--- config.mk ---
export PLATFORM = sky130hd
export DESIGN_NAME = snake_vga_renderer
export DESIGN_NICKNAME = d
export VERILOG_FILES = /design/src/rtl/snake_vga_renderer_pkg.sv /design/src/rtl/snake_vga_renderer_vga_timing_gen.sv /design/src/rtl/snake_vga_renderer.sv
export SDC_FILE = /design/constraint.sdc
export NUM_CORES = 1
export LEC_CHECK = 0
export BUFFER_PORTS_ARGS = -buffer_cell sky130_fd_sc_hd__clkbuf_2
export CORE_UTILIZATION = 54
export CTS_CLUSTER_SIZE = 20
export DETAILED_ROUTE_END_ITERATION = 10
export HOLD_SLACK_MARGIN = 0.06
export PLACE_DENSITY_LB_ADDON = 0.1
export SLEW_MARGIN = 40
export SYNTH_ARGS = -nofsm -noshare
export SYNTH_HDL_FRONTEND = slang
export SYNTH_SLANG_ARGS = --single-unit
export TNS_END_PERCENT = 5
--- constraint.sdc ---
create_clock -name vga_clk -period 2.3 [get_ports vga_clk]
set_input_delay 0.23 -clock vga_clk [delete_from_list [all_inputs] [get_ports vga_clk]]
set_output_delay 0.23 -clock vga_clk [all_outputs]
set_load 0.01 [all_outputs]
--- src/rtl/snake_vga_renderer_pkg.sv ---
// Shared constants for the snake VGA renderer: entity codes, grid pitch,
// default 640x480@60 timing and the 12-bit colour palette.
package snake_vga_renderer_pkg;

    typedef enum logic [1:0] {
        ENT_NOTHING    = 2'd0,
        ENT_SNAKE_HEAD = 2'd1,
        ENT_SNAKE_TAIL = 2'd2,
        ENT_APPLE      = 2'd3
    } entity_t;

    localparam int H_SQUARE = 16;
    localparam int V_SQUARE = 16;

    localparam int DEF_H_VISIBLE = 640;
    localparam int DEF_H_FRONT   = 16;
    localparam int DEF_H_SYNC    = 96;
    localparam int DEF_H_BACK    = 48;
    localparam int DEF_V_VISIBLE = 480;
    localparam int DEF_V_FRONT   = 10;
    localparam int DEF_V_SYNC    = 2;
    localparam int DEF_V_BACK    = 33;

    localparam int H_TOTAL = DEF_H_VISIBLE + DEF_H_FRONT + DEF_H_SYNC + DEF_H_BACK;
    localparam int V_TOTAL = DEF_V_VISIBLE + DEF_V_FRONT + DEF_V_SYNC + DEF_V_BACK;

    localparam logic [11:0] COL_HEAD    = 12'hFF0;
    localparam logic [11:0] COL_TAIL    = 12'h0A0;
    localparam logic [11:0] COL_APPLE   = 12'hF00;
    localparam logic [11:0] COL_BG      = 12'h000;
    localparam logic [11:0] COL_BG_OVER = 12'h400;
    localparam logic [11:0] COL_BG_WON  = 12'h006;
    localparam logic [11:0] COL_GRID    = 12'h222;

    // Won beats lost when both flags are up.
    function automatic logic [11:0] bg_colour(input logic over, input logic won);
        if (won)
            return COL_BG_WON;
        else if (over)
            return COL_BG_OVER;
        else
            return COL_BG;
    endfunction

endpackage

--- src/rtl/snake_vga_renderer_vga_timing_gen.sv ---
// VGA raster counters with unregistered active/sync decode and a
// registered start-of-vertical-blank frame pulse.
module vga_timing_gen
    import snake_vga_renderer_pkg::*;
#(
    parameter int H_VISIBLE = DEF_H_VISIBLE,
    parameter int H_FRONT   = DEF_H_FRONT,
    parameter int H_SYNC    = DEF_H_SYNC,
    parameter int H_BACK    = DEF_H_BACK,
    parameter int V_VISIBLE = DEF_V_VISIBLE,
    parameter int V_FRONT   = DEF_V_FRONT,
    parameter int V_SYNC    = DEF_V_SYNC,
    parameter int V_BACK    = DEF_V_BACK
) (
    input  logic       clk,
    input  logic       reset,
    output logic [9:0] h_cnt,
    output logic [9:0] v_cnt,
    output logic       active,
    output logic       hs_n,
    output logic       vs_n,
    output logic       frame_tick
);

    localparam logic [9:0] H_LAST  = 10'(H_VISIBLE + H_FRONT + H_SYNC + H_BACK - 1);
    localparam logic [9:0] V_LAST  = 10'(V_VISIBLE + V_FRONT + V_SYNC + V_BACK - 1);
    localparam logic [9:0] H_VIS   = 10'(H_VISIBLE);
    localparam logic [9:0] V_VIS   = 10'(V_VISIBLE);
    localparam logic [9:0] HS_FROM = 10'(H_VISIBLE + H_FRONT);
    localparam logic [9:0] HS_TO   = 10'(H_VISIBLE + H_FRONT + H_SYNC);
    localparam logic [9:0] VS_FROM = 10'(V_VISIBLE + V_FRONT);
    localparam logic [9:0] VS_TO   = 10'(V_VISIBLE + V_FRONT + V_SYNC);

    logic [9:0] h_next;
    logic [9:0] v_next;

    // Next raster position: h wraps every line, v steps on the h wrap
    always_comb begin
        h_next = h_cnt + 10'd1;
        v_next = v_cnt;
        if (h_cnt == H_LAST) begin
            h_next = '0;
            v_next = (v_cnt == V_LAST) ? '0 : v_cnt + 10'd1;
        end
    end

    // Counter registers; the frame pulse is decoded from the next position
    // so it is high exactly while the counters read (0, V_VISIBLE)
    always_ff @(posedge clk) begin
        if (reset) begin
            h_cnt      <= '0;
            v_cnt      <= '0;
            frame_tick <= 1'b0;
        end else begin
            h_cnt      <= h_next;
            v_cnt      <= v_next;
            frame_tick <= (h_next == '0) && (v_next == V_VIS);
        end
    end

    assign active = (h_cnt < H_VIS) && (v_cnt < V_VIS);
    assign hs_n   = !((h_cnt >= HS_FROM) && (h_cnt < HS_TO));
    assign vs_n   = !((v_cnt >= VS_FROM) && (v_cnt < VS_TO));

endmodule

--- src/rtl/snake_vga_renderer.sv ---
// Snake pixel renderer: VGA timing, entity-aligned colour map, update divider.
// Optional grid overlay on empty cells when SNAKE_GRID_LINES_EN is defined.
module snake_vga_renderer
    import snake_vga_renderer_pkg::*;
#(
    parameter int H_VISIBLE         = DEF_H_VISIBLE,
    parameter int H_FRONT           = DEF_H_FRONT,
    parameter int H_SYNC            = DEF_H_SYNC,
    parameter int H_BACK            = DEF_H_BACK,
    parameter int V_VISIBLE         = DEF_V_VISIBLE,
    parameter int V_FRONT           = DEF_V_FRONT,
    parameter int V_SYNC            = DEF_V_SYNC,
    parameter int V_BACK            = DEF_V_BACK,
    parameter int ENTITY_LATENCY    = 1,
    parameter int FRAMES_PER_UPDATE = 8
) (
    input  logic       vga_clk,
    input  logic       reset,
    input  logic [1:0] entity,
    input  logic       game_over,
    input  logic       game_won,
    output logic [9:0] x_out,
    output logic [9:0] y_out,
    output logic       hsync,
    output logic       vsync,
    output logic [3:0] red,
    output logic [3:0] green,
    output logic [3:0] blue,
    output logic       frame_tick,
    output logic       update_tick
);

    localparam int         L          = ENTITY_LATENCY;
    localparam logic [7:0] FRAME_LAST = 8'(FRAMES_PER_UPDATE - 1);

    logic [9:0]   h_cnt;
    logic [9:0]   v_cnt;
    logic         active;
    logic         hs_n;
    logic         vs_n;
    logic [L-1:0] active_d;
    logic [L-1:0] hs_d;
    logic [L-1:0] vs_d;
    logic [7:0]   frame_cnt;
    logic [11:0]  pixel;
    logic [11:0]  rgb;
    logic         grid;

    vga_timing_gen #(
        .H_VISIBLE (H_VISIBLE),
        .H_FRONT   (H_FRONT),
        .H_SYNC    (H_SYNC),
        .H_BACK    (H_BACK),
        .V_VISIBLE (V_VISIBLE),
        .V_FRONT   (V_FRONT),
        .V_SYNC    (V_SYNC),
        .V_BACK    (V_BACK)
    ) u_timing (
        .clk        (vga_clk),
        .reset      (reset),
        .h_cnt      (h_cnt),
        .v_cnt      (v_cnt),
        .active     (active),
        .hs_n       (hs_n),
        .vs_n       (vs_n),
        .frame_tick (frame_tick)
    );

    assign x_out = h_cnt;
    assign y_out = v_cnt;

    // Delay blanking and sync so they line up with the returned entity code
    always_ff @(posedge vga_clk) begin
        if (reset) begin
            active_d <= '0;
            hs_d     <= '1;
            vs_d     <= '1;
        end else begin
            active_d[0] <= active;
            hs_d[0]     <= hs_n;
            vs_d[0]     <= vs_n;
            for (int i = 1; i < L; i++) begin
                active_d[i] <= active_d[i-1];
                hs_d[i]     <= hs_d[i-1];
                vs_d[i]     <= vs_d[i-1];
            end
        end
    end

`ifdef SNAKE_GRID_LINES_EN
    logic [9:0] x_d [L];
    logic [9:0] y_d [L];

    // Carry the coordinate alongside the controls for the grid lookup
    always_ff @(posedge vga_clk) begin
        if (reset) begin
            for (int i = 0; i < L; i++) begin
                x_d[i] <= '0;
                y_d[i] <= '0;
            end
        end else begin
            x_d[0] <= h_cnt;
            y_d[0] <= v_cnt;
            for (int i = 1; i < L; i++) begin
                x_d[i] <= x_d[i-1];
                y_d[i] <= y_d[i-1];
            end
        end
    end

    assign grid = (x_d[L-1] % 10'(H_SQUARE) == 10'd0)
               || (y_d[L-1] % 10'(V_SQUARE) == 10'd0);
`else
    assign grid = 1'b0;
`endif

    // Colour of the aligned pixel; blanking forces black
    always_comb begin
        pixel = '0;
        if (active_d[L-1]) begin
            unique case (entity_t'(entity))
                ENT_SNAKE_HEAD: pixel = COL_HEAD;
                ENT_SNAKE_TAIL: pixel = COL_TAIL;
                ENT_APPLE:      pixel = COL_APPLE;
                default:        pixel = grid ? COL_GRID
                                             : bg_colour(game_over, game_won);
            endcase
        end
    end

    // Final output register shared by colour and sync
    always_ff @(posedge vga_clk) begin
        if (reset) begin
            hsync <= 1'b1;
            vsync <= 1'b1;
            rgb   <= '0;
        end else begin
            hsync <= hs_d[L-1];
            vsync <= vs_d[L-1];
            rgb   <= pixel;
        end
    end

    assign red   = rgb[11:8];
    assign green = rgb[7:4];
    assign blue  = rgb[3:0];

    // Count frames; the wrapping frame also fires the game update
    always_ff @(posedge vga_clk) begin
        if (reset)
            frame_cnt <= '0;
        else if (frame_tick)
            frame_cnt <= (frame_cnt == FRAME_LAST) ? '0 : frame_cnt + 8'd1;
    end

    assign update_tick = frame_tick && (frame_cnt == FRAME_LAST);

endmodule

Word-level counts from Yosys, hierarchy flattened
Index checks and enable logic that the tools add are counted.
{"block": "word_totals", "ff_bits": 46, "out_inout_bits": 36, "word_cells": 43}
{"block": "classes", "muxes": 7, "n_addsub": 3, "eq_ne": 7, "bitwise": 1, "reduce_logical": 9, "order_cmp": 6}
{"operator": "$pmux 12 s3", "count": 1}
{"operator": "$mux 10", "count": 3}
{"operator": "$mux 11", "count": 2}
{"operator": "$add 10x1->10 const B", "count": 2}
{"operator": "$eq 10x10->1 const B", "count": 2}
{"operator": "$lt 10x10->1 const B", "count": 2}
{"operator": "$lt 10x9->1 const B", "count": 2}
{"operator": "$eq 10x9->1 const B", "count": 1}
{"operator": "$ge 10x10->1 const B", "count": 1}
{"operator": "$ge 10x9->1 const B", "count": 1}
{"operator": "$logic_not 10->1", "count": 1}
{"operator": "$add 8x1->8 const B", "count": 1}
{"operator": "$eq 8x3->1 const B", "count": 1}
{"operator": "$mux 8", "count": 1}
{"operator": "$logic_and 1x1->1", "count": 5}
{"operator": "$eq 2x2->1 const B", "count": 2}
{"operator": "$eq 2x1->1 const B", "count": 1}
{"operator": "$logic_not 1->1", "count": 2}
{"operator": "$reduce_or 2->1", "count": 1}
{"operator": "$not 1->1", "count": 1}

Logic depth before layout (Yosys ltp)
Gate-level depths: netlist of run 1.
{"block": "logic_depth", "ltp_word": 5, "ltp_mapped": 9}

Modules after synthesis
A second synthesis of run 1 with hierarchy kept.
{"block": "unflattened", "hier_cells": 246, "area_unflattened_um2": 2134.5}
{"mod": "vga_timing_gen", "n_inst": 1, "seq_area_each_um2": 420.4, "area_each_um2": 1366.3, "cells_per_inst": 167}
{"mod": "snake_vga_renderer", "n_inst": 1, "seq_area_each_um2": 360.3, "area_each_um2": 768.2, "cells_per_inst": 79}

Worst setup path before layout of run 1
No wires, ideal clock.
{"block": "synth_timing", "path_type": "reg2reg", "from": "register u_timing.h_cnt[0]", "to": "register u_timing.frame_tick", "setup_time_ns": 0.103, "period_less_slack_ns": 2.075, "arrival_time_ns": 1.971, "setup_slack_ns": 0.225, "t_required_ns": 2.197, "path_buffers": 2, "stages_incl_launch_ff": 10, "cell_sequence": "dfxtp_1 -> ha_1 -> and4_1 -> buf_4 -> and3b_1 -> buf_4 -> and4_4 -> and3b_1 -> o21ai_1 -> a2111oi_2"}
{"block": "synth_between", "elab_chain_len": 4, "elab_cells_between_ends": 7}
{"item": "start: declaration", "line": "snake_vga_renderer_vga_timing_gen.sv:17", "text": "output logic [9:0] h_cnt,"}
{"item": "start signal: assignment", "line": "snake_vga_renderer_vga_timing_gen.sv:55", "text": "h_cnt <= h_next;"}
{"item": "$add 10x1->10 / $eq 10x10->1 (equally long branches)", "line": "snake_vga_renderer_vga_timing_gen.sv:39, snake_vga_renderer_vga_timing_gen.sv:41"}
{"item": "$mux 10", "line": "snake_vga_renderer_vga_timing_gen.sv:41", "text": "if (h_cnt == H_LAST) begin"}
{"item": "$logic_not 10->1 / $eq 10x9->1 (equally long branches)", "line": "snake_vga_renderer_vga_timing_gen.sv:57", "text": "frame_tick <= (h_next == '0) && (v_next == V_VIS);"}
{"item": "$logic_and 1x1->1 (*)", "line": "snake_vga_renderer_vga_timing_gen.sv:57"}
{"item": "end signal: assignment", "line": "snake_vga_renderer_vga_timing_gen.sv:57"}
{"item": "end: declaration", "line": "snake_vga_renderer_vga_timing_gen.sv:22", "text": "output logic frame_tick"}
Every way passes the cells marked *; elsewhere a longest branch is shown, timed or not.
A chain may end at the register's enable or synchronous reset.

Final worst setup path of run 1
{"block": "layout_timing", "from": "register u_timing.h_cnt[1]", "to": "register u_timing.frame_tick"}
The elaborated chain is that of the path after synthesis.

==> run_results.csv, run 1 <==
group,metric,value,unit
final_layout,layout-drive-gt1-share,25.5,%
routing,drt-initial-drc-count,70,
place,gp_congestion,0.818,
synthesis,post_synth_inst_count,230,
synthesis,area_fraction_in_and_or_nand_and_nor_cells_after_synthesis,28.6,%
synthesis,synth_xor_xnor_area_share,9.77,%
status,outcome,"finished, final reports clean",
floorplan,ioPinCount,42,
clock_tree,cts.sink_count,39,
min_path,hold_path.startpoint,"game_won",
synthesis,synthTopCellsByArea,"dfxtp_1, ha_1, xnor2_1",
timing,fmax,470,MHz
final_layout,final_cell_mix,"clkbuf_2, dfxtp_1, nor2_1",
place,io_buffer_count,39,
global_route,globalRouteTotalUtil,22.4,%
routing,wire_per_inst,12.8,um
clock_tree,worstSkewPairLatency,0.35,ns
worst_setup_path,r2r-end,"u_timing.frame_tick",
clock_tree,cts_inserted_buffers,5,
global_route,wire_length_of_the_first_global_routing_pass,6830,um
routing,routed_via_density,5.33,
clock_tree,ctsHoldBuffers,0,
min_path,timing.hold.worst.class,"primary input to flop",
synthesis,yosys.area.top_type,"dfxtp_1",
job,cap_violations,0,
routing,vias,1689,
synthesis,ys_ff_latch,39,
global_route,grt_start_max_net_pins,16,
floorplan,die_width,62.5,um
synthesis,synth_top_family_by_area,"simple AND/OR/NAND/NOR gates",
worst_setup_path,critical_path_class,"flop to flop",
timing,layout_worst_path_cycle_share,92.5,%
worst_setup_path,crit_path_start_kind,"flop",
clock_tree,cts-htree-levels,2,
synthesis,netlist-cell-type-count,42,
floorplan,die_height,62.5,um
pwr,power.static_leakage,0.956,nW
clock_tree,root_buffer,"clkbuf_4",
routing,route.detailed.drc,0,
final_layout,instances_no_fill,317,
floorplan,starting_density,57.8,%
floorplan,floorplan.die_area,3900,um^2
timing,setup_slack,0.172,ns
synthesis,synth_compound_gate_area_share,8.12,%
floorplan,floorplan_row_count,21,
timing,final.min_clock_period,2.13,ns
worst_setup_path,cp_max_fo,5,
global_route,overflow,0,
synthesis,synth_top_flop_cell,"dfxtp_1",
worst_setup_path,critical_path.endpoint_type,"flop",
worst_setup_path,rrSetupSlack,0.17,ns
global_route,antenna_found_initial,0,
synthesis,async_flop_share,0,%
clock_tree,clkSlewWorstSetupHoldPaths,0.12,ns
floorplan,core,3420,um^2
worst_setup_path,r2r_start,"u_timing.h_cnt[1]",
timing,timing_hold_violations_final,0,
synthesis,mux_share_of_post_synthesis_cell_area,1.01,%
timing,clock_skew,0.00753,ns
global_route,first_global_vias,1504,
final_layout,layout.cells.most_common,"clkbuf_2",
routing,dr.pass1.iters,4,
pwr,ir_drop,454,uV
min_path,hold_end,"rgb[2]",
place,dp.cells,309,
timing,setup_viol_count_final,0,
worst_setup_path,crit_arrival,2.38,ns
min_path,worstHoldPathCells,2,
timing,aggregate_negative_setup_slack,0,ns
synthesis,synthesis.area_per_instance,8.58,um^2
final_layout,insertedDiodeCount,0,
clock_tree,postCtsResizedCells,0,
synthesis,synth_adder_area_share,5.71,%
final_layout,syn2layout_area_growth,15.2,%
synthesis,ys.warnings.count,0,
synthesis,mappedNetlistArea,1970,um^2
final_layout,filler_cell_count,320,
worst_setup_path,worst-r2r-cell-count,8,
pwr,cellPowerDensity,485,nW/um^2
synthesis,yosysSeqAreaShare,39.6,%
clock_tree,cts_tree,"yes",
timing,maxSlewViolCount,0,
clock_tree,max-clock-path-buffers,2,
place,place_worst_setup_slack,0.124,ns
final_layout,final_core_util,66.6,%
routing,wl,4050,um
final_layout,nNetsFinal,285,
clock_tree,post-cts-setup-buffers,0,
worst_setup_path,critical_path_required,2.55,ns
place,dp_hpwl,2940,um
timing,rsz0062_at_grt,"no",
synthesis,synth_enable_flop_cells,0,
synthesis,yosys.area.top_type_share,39.6,%
routing,remaining_antenna_violation_count_after_routing,0,
==> layer usage <==
layer,track usage (%),up-vias,share of wire [%]
met5,0,-,0
met4,8.14,0,1.2
met3,6.39,4,5.1
met2,34.6,49,46
met1,29.5,779,47
li1,-,857,-
==> where the power goes <==
| part | switching [mW] | total [mW] | internal [mW] |
|---|---|---|---|
| clock | 0.237 | 0.353 | 0.117 |
| sequential | 0.00533 | 0.689 | 0.684 |
| combinational | 0.0343 | 0.0585 | 0.0242 |
| total | 0.276 | 1.10 | 0.825 |
==> synthesized netlist by cell type (2+ instances only) <==
library cell / count
nand3_1: 11
buf_4: 11
xnor2_1: 12
and3_1: 4
or3_1: 5
or2_1: 2
and3b_1: 2
buf_1: 2
or2_2: 2
nand4_1: 8
mux2i_1: 2
inv_1: 6
xor2_1: 10
nor2_1: 27
nor3_1: 12
nor2b_1: 5
a21oi_1: 6
ha_1: 9
dfxtp_1: 39
clkbuf_1: 7
and2_1: 2
o21ai_0: 9
nand2_1: 17
or4_1: 2
==> logic make-up (layout without fill, tap and decap cells) <==
group           after synthesis  in the layout
fa+ha+maj                     9              9
mux                           2              2
compound gates               25             25
xor+xnor                     22             22
buf+inv                      26             66
simple gates                106            106
other cells                   1              2
flops                        39             39
==> cell type report <==
class,count,area [um^2],share of cell area (%)
tap,46,57.6,2.53
timing repair buffer,52,293,12.9
multi-input combinational,166,1060,46.7
clock inverter,3,20.0,0.881
clock buffer,5,37.5,1.65
sequential,39,782,34.4
inverter,6,22.5,0.991
==> how the worst max path moves through the flow <==
stage                          end         startpoint  cells past startpoint
2_1_floorplan  u_timing.frame_tick  u_timing.h_cnt[0]                      9
3_3_place_gp   u_timing.frame_tick  u_timing.h_cnt[0]                      6
3_5_place_dp   u_timing.frame_tick  u_timing.h_cnt[0]                      6
4_1_cts        u_timing.frame_tick  u_timing.h_cnt[0]                      7
5_1_grt        u_timing.frame_tick  u_timing.h_cnt[1]                      8
6_report       u_timing.frame_tick  u_timing.h_cnt[1]                      8
==> stage by stage <==
step                power (mW)  area (um^2)  hold slack [ns]
floorplan                0.742         1980            0.376
global placement         0.762         2210            0.392
detailed placement       0.763         2210            0.394
CTS                       1.12         2270            0.105
global route              1.16         2270           0.0946
finish                    1.10         2270            0.119
==> state kept, by name, summed over array words and instances, names as in the netlist <==
register / count
u_timing.h_cnt: 10
hsync: 1
active_d: 1
frame_cnt: 8
u_timing.v_cnt: 10
u_timing.frame_tick: 1
rgb: 5
vsync: 1
hs_d: 1
vs_d: 1
==> critical path, cell delays in order (launching register included) <==
cell and delay [ns]:
dfxtp_1 0.38, ha_2 0.24, and4_1 0.23, buf_4 0.15
nand2_1 0.05, o32a_1 0.34, o32ai_1 0.14, o211ai_1 0.15
a2111oi_2 0.35
Power figures use the tool's default switching activity.
==> inputs of run 2 (changes only) <==
- ABC_AREA: default -> 1
- MAX_ROUTING_LAYER: default -> met4
- SKIP_CTS_REPAIR_TIMING: default -> 1
==> run_results.csv, run 2 <==
group,metric,value,unit
status,outcome,"finished, final reports clean",
pwr,internal_power,1.14,mW
pwr,finalPower,1.42,mW
place,dp_hpwl,3360,um
worst_setup_path,r2r-end,"u_timing.frame_tick",
clock_tree,worstSkewPairLatency,0.29,ns
synthesis,ys.warnings.count,0,
routing,vias,1966,
worst_setup_path,cp_max_fo,8,
global_route,wire_length_of_the_first_global_routing_pass,7490,um
timing,fmax,543,MHz
worst_setup_path,critical_path.endpoint_type,"flop",
pwr,ir_drop,422,uV
worst_setup_path,worst-r2r-cell-count,11,
final_layout,nNetsFinal,362,
final_layout,filler_cell_count,327,
timing,setup_viol_count_final,0,
routing,wl,4550,um
worst_setup_path,setup.worst_path.start,"u_timing.h_cnt[0]",
clock_tree,clkSlewWorstSetupHoldPaths,0.08,ns
worst_setup_path,critical_path_required,2.53,ns
synthesis,netlist-cell-type-count,29,
final_layout,sequential_cell_area,781,um^2
routing,maxUsedRoutingLayer,"met4",
final_layout,syn2layout_area_growth,16.0,%
place,gp_congestion,0.984,
pwr,power_frac_clock,47.6,%
synthesis,post_synth_top_cells,"nand2_1, nor2_1, inv_1",
synthesis,yosysSeqAreaShare,37.4,%
worst_setup_path,crit_path_start_kind,"flop",
final_layout,layout.cells.most_common,"nand2_1",
timing,holdWs,0.160,ns
worst_setup_path,critical_path_class,"flop to flop",
routing,drt-initial-drc-count,130,
floorplan,floorplan.die_area,4120,um^2
job,cap_violations,0,
routing,wire_per_inst,11.5,um
clock_tree,cts_inserted_buffers,5,
final_layout,multi_input_area,1050,um^2
final_layout,final_cell_mix,"nand2_1, nor2_1, inv_1",
synthesis,async_flop_share,0,%
worst_setup_path,rrSetupSlack,0.46,ns
pwr,switchingPower,0.285,mW
global_route,first_global_vias,1726,
pwr,power.switching_fraction,20.1,%
worst_setup_path,endpoint,"u_timing.frame_tick",
timing,final.min_clock_period,1.84,ns
floorplan,core,3690,um^2
synthesis,post_synth_inst_count,309,
floorplan,starting_density,56.6,%
synthesis,yosys.area.top_type,"dfxtp_1",
routing,met3_wirelength,261,um
synthesis,synth_most_common_cell,"nand2_1",
pwr,power_frac_comb,3.8,%
global_route,globalRouteTotalUtil,24.3,%
synthesis,mappedNetlistArea,2090,um^2
min_path,timing.hold.worst.class,"primary input to flop",
final_layout,insertedDiodeCount,0,
timing,layout_worst_path_cycle_share,80.0,%
final_layout,reg_top3,"u_timing.h_cnt: 10 flops, u_timing.v_cnt: 10 flops, frame_cnt: 8 flops",
global_route,grt_start_max_net_pins,22,
synthesis,synth_enable_flop_cells,0,
synthesis,yosys.area.top_type_share,37.4,%
timing,rsz0062_at_grt,"no",
floorplan,ioPinCount,42,
synthesis,synthesis.area_per_instance,6.76,um^2
final_layout,layout-drive-gt1-share,17.2,%
clock_tree,cts_tree,"yes",
timing,aggregate_negative_setup_slack,0,ns
clock_tree,cts-htree-levels,2,
worst_setup_path,r2r_start,"u_timing.h_cnt[0]",
clock_tree,root_buffer,"clkbuf_8",
timing,maxSlewViolCount,0,
pwr,p_seq_share,48.6,%
clock_tree,cts.sink_count,39,
place,dpl_cell_area,2290,um^2
floorplan,die_height,64.2,um
routing,wire_length_the_detailed_router_placed_on_met1,2130,um
worst_setup_path,crit_arrival,2.07,ns
floorplan,die_width,64.2,um
routing,remaining_antenna_violation_count_after_routing,0,
routing,route.detailed.drc,0,
routing,met2_wirelength,2080,um
routing,dr.pass1.iters,4,
pwr,power.static_leakage,1.21,nW
routing,routed_via_density,4.96,
global_route,overflow,0,
timing,clock_skew,0.00561,ns
synthesis,ys_ff_latch,39,
min_path,hold_path.startpoint,"game_won",
global_route,antenna_found_initial,0,
clock_tree,max-clock-path-buffers,2,
timing,timing_hold_violations_final,0,
synthesis,synth_top_flop_cell,"dfxtp_1",
floorplan,floorplan_row_count,22,
final_layout,layout.cell_area.non_filler,2420,um^2
pwr,cellPowerDensity,587,nW/um^2
place,io_buffer_count,39,
synthesis,synthTopCellsByArea,"dfxtp_1, nand2_1, nor2_1",
[run 2: cell count changes after synthesis, moves of 3 or more]
cell	delta
xnor2_1	-11
nor2_2	+3
o21ai_0	-3
buf_4	-4
nand3_1	+16
nor2_1	+30
xor2_1	-5
inv_1	+43
or3_1	-5
nor2b_1	-5
clkbuf_1	-5
nand2_1	+45
and3_1	-4
[run 2: how the worst min path moves through the flow]
stage                     endpoint  slack [ns]  cells after the start
after global routing        rgb[2]        0.18                      3
after CTS                   rgb[2]        0.15                      3
after global placement       hsync        0.40                      1
after floorplan              vsync        0.34                      1
final                       rgb[2]        0.16                      3
after detailed placement     vsync        0.40                      1
[run 2: power groups by stage]
stage               clock network, mW  logic [mW]  registers [mW]
finish                          0.677      0.0545           0.691
global route                    0.720      0.0613           0.692
detailed placement                  0      0.0552           0.707
global placement                    0      0.0550           0.706
floorplan                           0      0.0350           0.710
CTS                             0.692      0.0554           0.691
[run 2: final cells by class]
| cell class | count | share of cell area [%] |
|---|---|---|
| timing repair buffer | 40 | 8.36 |
| clock inverter | 2 | 2.48 |
| clock buffer | 6 | 2.99 |
| inverter | 52 | 8.21 |
| sequential | 39 | 32.2 |
| multi-input combinational | 209 | 43.3 |
| tap | 48 | 2.48 |
[run 2: through the flow]
stage          std cells  util, %  setup WS [ns]
2_1_floorplan        310        -          0.640
3_3_place_gp         388     62.1          0.565
3_5_place_dp         388     62.1          0.515
4_1_cts              396     65.7          0.479
5_1_grt              396     65.7          0.247
6_report             396     65.7          0.460
[run 2: logic make-up after synthesis]
group	share of synthesized area, %
and+or+nand+nor	38.3
buffers and inverters	12.6
DFF	37.4
AOI/OAI and AO/OA	3.65
adders and majority gates	5.39
xor gates and xnor gates	2.51
other	0.179
[run 2: routing by layer]
metal	vias up	global-route usage [%]
met1	873	30.1
met5	-	-
met3	8	4.29
met4	0	11.1
li1	1021	-
met2	64	38.6
[run 2: worst max-delay path, stage by stage (launching register included)]
cell and delay [ns]:
dfxtp_1 0.44, ha_1 0.24, nand2_2 0.11, nor2_8 0.18, inv_4 0.05, nor2_4 0.19
nand3_1 0.10, nand2_1 0.09, nand2_1 0.05, nor2_1 0.12, nand3_1 0.10, nor2_1 0.11
==> inputs of run 3 (changes only) <==
- ABC_AREA: 1 -> 0
- clock period: 2.3 -> 1.7 ns (I/O delays scaled with it)
==> run_results.csv, run 3 (synthesis gave the netlist of run 1 again) <==
group,metric,value,unit
timing,rsz0062_at_grt,"yes",
worst_setup_path,setup.worst_path.start,"u_timing.h_cnt[1]",
min_path,timing.hold.worst.class,"primary input to flop",
clock_tree,cts_tree,"yes",
clock_tree,worstSkewPairLatency,0.35,ns
worst_setup_path,critical_path_class,"flop to flop",
worst_setup_path,r2r-end,"u_timing.frame_tick",
floorplan,floorplan.die_area,3900,um^2
clock_tree,clkSlewWorstSetupHoldPaths,0.11,ns
global_route,antenna_found_initial,0,
place,io_buffer_count,39,
job,cap_violations,0,
timing,maxSlewViolCount,0,
routing,routed_via_density,5.21,
worst_setup_path,crit_path_start_kind,"flop",
routing,vias,1808,
final_layout,insertedDiodeCount,0,
timing,setup_slack,-0.132,ns
pwr,finalPower,1.49,mW
min_path,worstHoldPathCells,2,
global_route,wire_length_of_the_first_global_routing_pass,7300,um
routing,wl,4330,um
timing,final.min_clock_period,1.83,ns
status,outcome,"complete, but fails checks",
clock_tree,cts.sink_count,39,
place,gp_congestion,0.896,
place,place_worst_setup_slack,-0.214,ns
final_layout,layout.cells.most_common,"buf_4",
global_route,grt_start_max_net_pins,24,
worst_setup_path,r2r_start,"u_timing.h_cnt[1]",
timing,clock_skew,0.00632,ns
global_route,first_global_vias,1641,
routing,route.detailed.drc,0,
worst_setup_path,endpoint,"u_timing.frame_tick",
final_layout,nNetsFinal,315,
final_layout,final_core_util,74.8,%
routing,drt-initial-drc-count,106,
status,failed_checks,"setup timing",
final_layout,layout.cell_area.non_filler,2550,um^2
clock_tree,max-clock-path-buffers,2,
place,dp_hpwl,3210,um
timing,layout_worst_path_cycle_share,108,%
final_layout,layout-drive-gt1-share,35.5,%
floorplan,ioPinCount,42,
timing,setup_viol_count_final,5,
floorplan,die_height,62.5,um
worst_setup_path,cp_max_fo,4,
timing,timing_hold_violations_final,0,
floorplan,die_width,62.5,um
timing,holdWs,0.0789,ns
pwr,ir_drop,369,uV
worst_setup_path,rrSetupSlack,-0.13,ns
timing,fmax,546,MHz
clock_tree,root_buffer,"clkbuf_4",
global_route,globalRouteTotalUtil,24.6,%
routing,dr.pass1.iters,4,
clock_tree,cts_inserted_buffers,5,
floorplan,floorplan_row_count,21,
floorplan,starting_density,57.8,%
pwr,cellPowerDensity,582,nW/um^2
worst_setup_path,critical_path.endpoint_type,"flop",
final_layout,reg_top3,"u_timing.h_cnt: 10 flops, u_timing.v_cnt: 10 flops, frame_cnt: 8 flops",
worst_setup_path,worst-r2r-cell-count,7,
clock_tree,cts-htree-levels,2,
final_layout,instances_no_fill,347,
routing,wire_per_inst,12.5,um
pwr,power.static_leakage,1.13,nW
timing,aggregate_negative_setup_slack,-0.419,ns
floorplan,core,3420,um^2
final_layout,syn2layout_area_growth,29.4,%
min_path,hold_path.startpoint,"game_won",
place,dp.cells,337,
worst_setup_path,critical_path_required,1.96,ns
worst_setup_path,crit_arrival,2.09,ns
global_route,overflow,0,
final_layout,final_cell_mix,"buf_4, clkbuf_2, dfxtp_1",
place,dpl_cell_area,2440,um^2
routing,remaining_antenna_violation_count_after_routing,0,
-- run 3: cell count changes in the layout (fill, tap and decap cells not counted), moves of 10 or more --
cell     change
nand2_1     -45
inv_1       -43
buf_4       +41
nor2_1      -30
nand3_1     -16
xnor2_1     +10
-- run 3: critical path, stage by stage, from the launching register on --
cell and delay [ns]:
dfxtp_4 0.38, ha_4 0.12, and4_4 0.22, nand2_1 0.06, o32a_1 0.35, o32ai_2 0.15
o211ai_1 0.15, a2111oi_2 0.32
-- run 3: worst min-delay path by stage --
stage | end | slack (ns)
after floorplan | rgb[2] | 0.32
after global routing | rgb[2] | 0.07
after detailed placement | vsync | 0.40
after CTS | rgb[2] | 0.06
final | rgb[2] | 0.08
after global placement | vsync | 0.40
-- run 3: final cells by class --
type | instances | area [um^2]
tap | 46 | 57.6
timing repair buffer | 82 | 520
inverter | 6 | 22.5
fill | 275 | 862
clock buffer | 6 | 41.3
clock inverter | 2 | 12.5
sequential | 39 | 791
multi-input combinational | 166 | 1110
-- run 3: layer usage --
layer	GRT usage [%]	share of wire, %
met1	30.0	47
met2	39.5	47
met3	5.84	5.0
met4	8.72	1.5
met5	-	0
-- run 3: power breakdown --
part	switching, mW	internal (mW)
clock network	0.298	0.160
logic	0.0517	0.0429
registers	0.00796	0.925
total	0.358	1.13
